[src/rtl/nvcp_store_ctrl.sv]
// nvcp_store_ctrl: NVRAM store/recall sequencer driving VCORE ramp and VSE1/VSE2 erase/program pulses,
// plus a free-running CLKI/DIV clock with a channel-enable gated copy.
module nvcp_store_ctrl #(
  parameter int NUM_MEM     = 2,
  parameter int DIV         = 4,
  parameter int RAMP_CYCLES = 8,
  parameter int PULSE_BASE  = 16,
  parameter int TRIM_W      = 4
) (
  input  logic               CLKI,
  input  logic               POR,
  input  logic [NUM_MEM-1:0] MEM_ENT,
  input  logic               VSESTART,
  input  logic               RCLT,
  input  logic               BUSYNVC,
  input  logic [TRIM_W-1:0]  TRIM,
  output logic               CLK4,
  output logic               CLK4M,
  output logic               VCORE,
  output logic               VSE1,
  output logic               VSE2,
  output logic               VSEBUSY,
  output logic [NUM_MEM-1:0] SEL,
  output logic               ERR
);
  localparam int PW = $clog2(PULSE_BASE + (1 << TRIM_W));
  localparam int RW = $clog2(RAMP_CYCLES + 1);
  localparam int CW = PW > RW ? PW : RW;
  localparam int DW = DIV > 2 ? $clog2(DIV) : 1;
  typedef enum logic [2:0] {IDLE, RAMP, ERASE, GAP, PROG, DONE} state_t;
  state_t state_q, state_d;
  logic [DW-1:0] div_q, div_d;
  logic [CW-1:0] cnt_q, cnt_d;
  logic [PW-1:0] p_q, p_d;
  logic [NUM_MEM-1:0] sel_q, sel_d;
  logic clk4_q, clk4_d, clk4m_q, clk4m_d, err_q, err_d, store_q, store_d;
  logic vs_prev_q, rc_prev_q, vs_arm_q, vs_arm_d, rc_arm_q, rc_arm_d;
  logic tick, any_en, vs_rise, rc_rise, req;
  always_comb begin
    any_en   = |MEM_ENT;
    tick     = div_q == DW'(DIV / 2 - 1);
    div_d    = tick ? '0 : div_q + 1'b1;
    clk4_d   = tick ? ~clk4_q : clk4_q;
    clk4m_d  = tick ? ~clk4_q & any_en : clk4m_q;
    // arm flags keep an input held high across POR from looking like a fresh edge
    vs_arm_d = vs_arm_q | ~VSESTART;
    rc_arm_d = rc_arm_q | ~RCLT;
    vs_rise  = VSESTART & ~vs_prev_q & vs_arm_q;
    rc_rise  = RCLT & ~rc_prev_q & rc_arm_q;
    req      = vs_rise | rc_rise;
    state_d  = state_q;
    cnt_d    = cnt_q + 1'b1;
    sel_d    = sel_q;
    p_d      = p_q;
    store_d  = store_q;
    err_d    = req & (state_q != IDLE);
    case (state_q)
      IDLE: begin
        cnt_d = '0;
        if (req && (BUSYNVC || !any_en)) err_d = 1'b1;
        else if (req) begin
          state_d = RAMP;
          sel_d   = MEM_ENT;
          p_d     = PW'(PULSE_BASE) + PW'(TRIM);
          store_d = vs_rise;
        end
      end
      RAMP: if (cnt_q == CW'(RAMP_CYCLES - 1)) begin
        state_d = store_q ? ERASE : DONE;
        cnt_d   = '0;
      end
      ERASE: if (cnt_q == CW'(p_q - 1'b1)) begin
        state_d = GAP;
        cnt_d   = '0;
      end
      GAP: begin
        state_d = PROG;
        cnt_d   = '0;
      end
      PROG: if (cnt_q == CW'(p_q - 1'b1)) begin
        state_d = DONE;
        cnt_d   = '0;
      end
      DONE: begin
        state_d = IDLE;
        sel_d   = '0;
      end
      default: state_d = IDLE;
    endcase
  end
  always_ff @(posedge CLKI or posedge POR) begin
    if (POR) begin
      state_q   <= IDLE;
      div_q     <= '0;
      cnt_q     <= '0;
      p_q       <= '0;
      sel_q     <= '0;
      clk4_q    <= 1'b0;
      clk4m_q   <= 1'b0;
      err_q     <= 1'b0;
      store_q   <= 1'b0;
      vs_prev_q <= 1'b0;
      rc_prev_q <= 1'b0;
      vs_arm_q  <= 1'b0;
      rc_arm_q  <= 1'b0;
    end else begin
      state_q   <= state_d;
      div_q     <= div_d;
      cnt_q     <= cnt_d;
      p_q       <= p_d;
      sel_q     <= sel_d;
      clk4_q    <= clk4_d;
      clk4m_q   <= clk4m_d;
      err_q     <= err_d;
      store_q   <= store_d;
      vs_prev_q <= VSESTART;
      rc_prev_q <= RCLT;
      vs_arm_q  <= vs_arm_d;
      rc_arm_q  <= rc_arm_d;
    end
  end
  assign CLK4    = clk4_q;
  assign CLK4M   = clk4m_q;
  assign VCORE   = (state_q == RAMP) | (state_q == ERASE) | (state_q == GAP) | (state_q == PROG);
  assign VSE1    = state_q == ERASE;
  assign VSE2    = state_q == PROG;
  assign VSEBUSY = state_q != IDLE;
  assign SEL     = sel_q;
  assign ERR     = err_q;
endmodule

[config.mk]
export PLATFORM = sky130hd
export DESIGN_NAME = nvcp_store_ctrl
export DESIGN_NICKNAME = d
export VERILOG_FILES = /design/src/rtl/nvcp_store_ctrl.sv
export SDC_FILE = /design/constraint.sdc
export NUM_CORES = 1
export LEC_CHECK = 0
export ABC_AREA = 1
export ABC_CLOCK_PERIOD_IN_PS = 1500
export CAP_MARGIN = 5
export CORE_ASPECT_RATIO = 0.8
export CORE_UTILIZATION = 48
export DETAILED_ROUTE_END_ITERATION = 6
export MAX_ROUTING_LAYER = met4
export PLACE_DENSITY = 0.75
export SETUP_SLACK_MARGIN = 0.3
export SLEW_MARGIN = 20
export SYNTH_ARGS = -nofsm -noshare
export SYNTH_HDL_FRONTEND = slang
export SYNTH_SLANG_ARGS = --single-unit
[constraint.sdc]
create_clock -name CLKI -period 1.5 [get_ports CLKI]
set_clock_uncertainty 0.05 [all_clocks]
set_input_delay 0.3 -clock CLKI [delete_from_list [all_inputs] [get_ports CLKI]]
set_output_delay 0.3 -clock CLKI [all_outputs]
set_load 0.1 [all_outputs]
After elaboration in Yosys (flattened, before gate mapping)

Index checks and enable logic that the tools add are counted.
W data, S select, Z words.

Input port bits: 11
Output and inout port bits: 9
Flip-flop bits (word level): 25
Logic and storage cells: 76

Mux-type cells: 16
Add/subtract/negate cells: 4
Equal/unequal tests: 13
Reduce and logical (&&, ||, !) cells: 12
Bitwise operators: 18

Operators with widths:

| kind                  | number |
|---|---|
| $mux W3               | 6 |
| $pmux W3 S5           | 1 |
| $pmux W5 S3           | 1 |
| $mux W5               | 2 |
| $and A1 B1 Y1         | 6 |
| $eq A3 B2 Y1 const B  | 2 |
| $eq A3 B3 Y1 const B  | 2 |
| $mux W2               | 3 |
| $ne A2 B2 Y1 const B  | 3 |
| $not A1 Y1            | 6 |
| $or A1 B1 Y1          | 6 |
| $reduce_and A3 Y1     | 2 |
| $reduce_or A2 Y1      | 3 |
| $add A5 B1 Y5 const B | 1 |
| $add A5 B4 Y5 const A | 1 |
| $eq A5 B3 Y1 const B  | 1 |
| $eq A5 B5 Y1          | 1 |
| $reduce_and A5 Y1     | 1 |
| $sub A5 B1 Y5 const B | 1 |
| $ne A2 B1 Y1 const B  | 2 |
| $pmux W2 S2           | 1 |
| $eq A3 B1 Y1 const B  | 1 |
| $logic_not A3 Y1      | 1 |
| $reduce_bool A3 Y1    | 1 |
| 7 further kinds       | 8 |

Depth between registers and ports, before layout

Word-level depth: 7
Gate-level depth with buffers: 12
Gate-level depth less buffers: 12

Worst setup path after synthesis

No wires, ideal clock.

Kind: reg2out
Start: reg state_q[0]
End: out VCORE
Setup slack: -1110 ps
Stages on the path, launching flop included: 6
Path buffers: 0
Arrival: 2260 ps
Cells stage by stage: dfrtp_1 nor2_2 inv_2 nor2_2 inv_2 nand2_1

Elaborated cells between the ends (all ways): 7
Those cells by class: eq/ne (4); bitwise (3)

RTL lines:

| element                | RTL line | RTL |
|---|---|---|
| from (decl)            | 31       | `state_t state_q, state_d;` |
| from (signal assigned) | 107      | `state_q <= state_d;` |
| $eq A3 B3 Y1           | n/a      |  |
| via VSE2               | 21       | `output logic VSE2,` |
| $or A1 B1 Y1           | 124      | `assign VCORE = (state_q == RAMP) \| (state_q == ERASE) \| (state_q == GAP) \| (state_q == PROG);` |
| to (decl)              | 19       | `output logic VCORE,` |

The timed path passes the listed nets, and every way through them passes these cells.

Final worst setup path

Start: reg state_q[0]
End: out VSEBUSY

Cells in the longest elaborated chain, start to end: 1

RTL lines:

| element            | RTL line | RTL |
|---|---|---|
| $reduce_bool A3 Y1 | 127      | `assign VSEBUSY = state_q != IDLE;` |
| to (decl)          | 22       | `output logic VSEBUSY,` |

Every way passes these cells.

==> impl_metrics.toml <==
[setup_path]
critical-path-max-stage-delay_ns = 0.44
worstPathCellList = "nor2_2 > inv_2 > nor2_4 > clkinvlp_4 > buf_12"
crit_required_ns = 1.15
cp-start-kind = "register"
reg2regPathDepth = 8
reg2reg_setup_slack_ns = -0.27
rr_startpoint = "state_q[0]"
rr_endpoint = "p_q[3]"
cp_slowest_cell = "dfrtp_1"
cp_max_fo = 3
criticalPathCategory = "reg -> out"
cp.arrival_ns = 1.50
crit_path_end_kind = "primary output"

[floorplanning]
die_x_um = 61.9
rows = 16
die-height_um = 49.9
core_area_mm2 = 0.00258
pin_count = 20
dieArea_mm2 = 0.00309
start_util_pct = 53.3

[detailed_routing]
vias = 1437
drt.antenna.violating_nets = 0
routed_wl_um = 4460
via_per_inst = 5.44
firstDrtPassIters = 4
remaining_drc_errors = 0
drt_iter0_drc = 78
wl_per_cell_um = 16.9

[cts]
cts_sinks = 25
cts_tree = "done"
cts_root_buf = "clkbuf_4"
htreeDepth = 1
cts_inserted_buffers = 3
clockBufferDepth = 2
postCtsHoldBufs = 0
clkTransAtPathRegs_ns = 0.14
clock_latency_ns = 0.33

[power]
pwr-share-clk_pct = 6.9
p_comb_share_pct = 70.0
powerDensity_mw_per_mm2 = 2140
p_int_mw = 2.26
power_mw = 4.63
switching_power_mw = 2.37
seqPwrFrac_pct = 23.1
leakage_nw = 1.09
ir_drop_v = 0.00198
p_sw_share_pct = 51.2

[place]
numPortBuffers = 19
pre_cts_slack_ns = -0.225
place.gp.congestion = 0.897
dp.final_hpwl_um = 2390
dp_cells = 247
dpl-instance-area_mm2 = 0.00185

[logic_synthesis]
ys_async_sr_fraction_pct = 100
ys_top_cells_by_area = "dfrtp_1 45%, nand2_1 14%, nand3_1 8.4%"
synth_cell_types = 24
synth-seq-cells = 25
synth_edf_count = 0
syn_nets = 192
avgSynthCellArea_um2 = 7.69
synth_top_area_share_pct = 45.5
yosys.area.top_type = "dfrtp_1"
synthesis.area_mm2 = 0.00138
synth_warnings = 0
yosysSeqAreaShare_pct = 45.5
syn_inst = 179
ys_dominant_reg_cell = "dfrtp_1"

[run]
drv_cap = 0

[timing]
tightest_slew_ns = 0.345
slew_violations = 0
slew_headroom_pct = 76.9
setup_viol = 20
grt_setup_unrepaired = "yes"
timing.fmax_mhz = 541
finalCriticalPeriod_ns = 1.85
timing.final.hold_violations = 0
fin_ws_ns = -0.350
period_share_pct = 123

[outcome]
violations = "negative setup slack"
outcome = "complete, but fails checks"

[grt]
grt_max_degree = 26
grt_pass1_wl_um = 6400
overflow = 0
first_global_vias = 1478
grt_use_total_pct = 29.0
antenna_found_initial = 0

[hold_path]
hp-class = "in -> async"

[final_layout]
insertedDiodeCount = 0
instances_no_fill = 264
drive_gt1_share_pct = 41.2
nets = 242
post-route-util_pct = 83.9
syn2layout_area_growth_pct = 57.5
fin_area_mm2 = 0.00217
==> cell type report <==
| type | instances | area [µm²] |
|---|---|---|
| well taps | 36 | 45.0 |
| inverters | 32 | 126 |
| fillers | 149 | 415 |
| flip-flops and latches | 25 | 633 |
| clock buffers | 4 | 26.3 |
| repair buffers | 46 | 542 |
| multi-input cells | 121 | 795 |
==> metrics by stage <==
stage / TNS [ns] / hold WS, ns
6_report: -4.32 / 0.249
5_1_grt: -5.67 / 0.311
4_1_cts: -2.77 / 0.259
3_5_place_dp: -2.32 / 0.378
3_3_place_gp: -1.69 / 0.359
2_1_floorplan: -3.56 / 0.277
==> cells by family after synthesis <==
| logic type | Yosys count | synth area share (%) |
|---|---|---|
| AND/OR/NAND/NOR | 103 | 33.6 |
| multiplexers | 1 | 1.09 |
| adder cells (fa/ha/maj) | 2 | 1.82 |
| AO/OA/AOI/OAI | 12 | 6.55 |
| XOR/XNOR | 3 | 1.91 |
| flip-flops | 25 | 45.5 |
| buffers and inverters | 33 | 9.55 |
==> power by group through the flow <==
stage / sequential (mW) / combinational (mW) / clock [mW]
after floorplan: 1.25 / 1.45 / 0
after global placement: 1.03 / 2.41 / 0
after detailed placement: 1.05 / 2.48 / 0
after CTS: 1.04 / 2.83 / 0.317
after global routing: 1.08 / 3.41 / 0.342
final: 1.07 / 3.24 / 0.321
==> layer usage <==
metal	part of all wire [%]	track usage, %	wire length, µm	up-vias
met3	7.2	5.77	323	22
li1	-	-	-	653
met5	0	-	0	-
met4	4.0	8.52	178	0
met1	38	34.2	1690	678
met2	51	49.3	2270	84
==> cell usage after synthesis (2+ instances only) <==
library cell  instances
nand2_2               3
nand3_1              23
nor2_1               19
nand2_1              50
inv_1                30
dfrtp_1              25
xor2_1                3
a21oi_2               3
a21oi_1               2
nor2_2                3
o21ai_2               3
inv_2                 2
ha_1                  2
==> placed cells by master (no fill, tap or decap), drive strengths merged, types with 2 or more instances in the layout <==
master / netlist / final
nor3: 2 / 2
o21ai: 4 / 4
xor2: 3 / 3
dfrtp: 25 / 25
clkbuf: 0 / 4
ha: 2 / 2
a21oi: 5 / 5
nor2: 23 / 23
inv: 32 / 31
clkdlybuf4s50: 0 / 10
buf: 1 / 36
nand3: 24 / 24
nand2: 53 / 53
==> critical path, delay by kind of cell (launching register included) <==
| kind | cells | cell delay (ns) |
|---|---|---|
| buffers and inverters | 3 | 0.40 |
| flip-flops | 1 | 0.44 |
| AND/OR/NAND/NOR | 2 | 0.33 |
==> sequential cells by signal, summed over array words and instances (netlist names), 2 cells and up <==
register / cells
state_q: 3
p_q: 5
cnt_q: 5
SEL: 2
div_q: 2
==> worst max path at each step <==
stage          startpoint         end  cells after the start
2_1_floorplan  state_q[1]  state_q[0]                      7
4_1_cts        state_q[1]     VSEBUSY                      5
3_5_place_dp   MEM_ENT[1]      p_q[1]                      7
3_3_place_gp     VSESTART      p_q[3]                      5
6_report       state_q[0]     VSEBUSY                      5
5_1_grt        state_q[0]       VCORE                      6
==> repair_timing <==
item,4_1_cts,5_1_grt
buffers inserted,9,3
gates resized for setup,26,20
cloned,1,0
setup endpoints to repair,25,26
pin swaps,7,13
(Power assumes the default switching activity.)
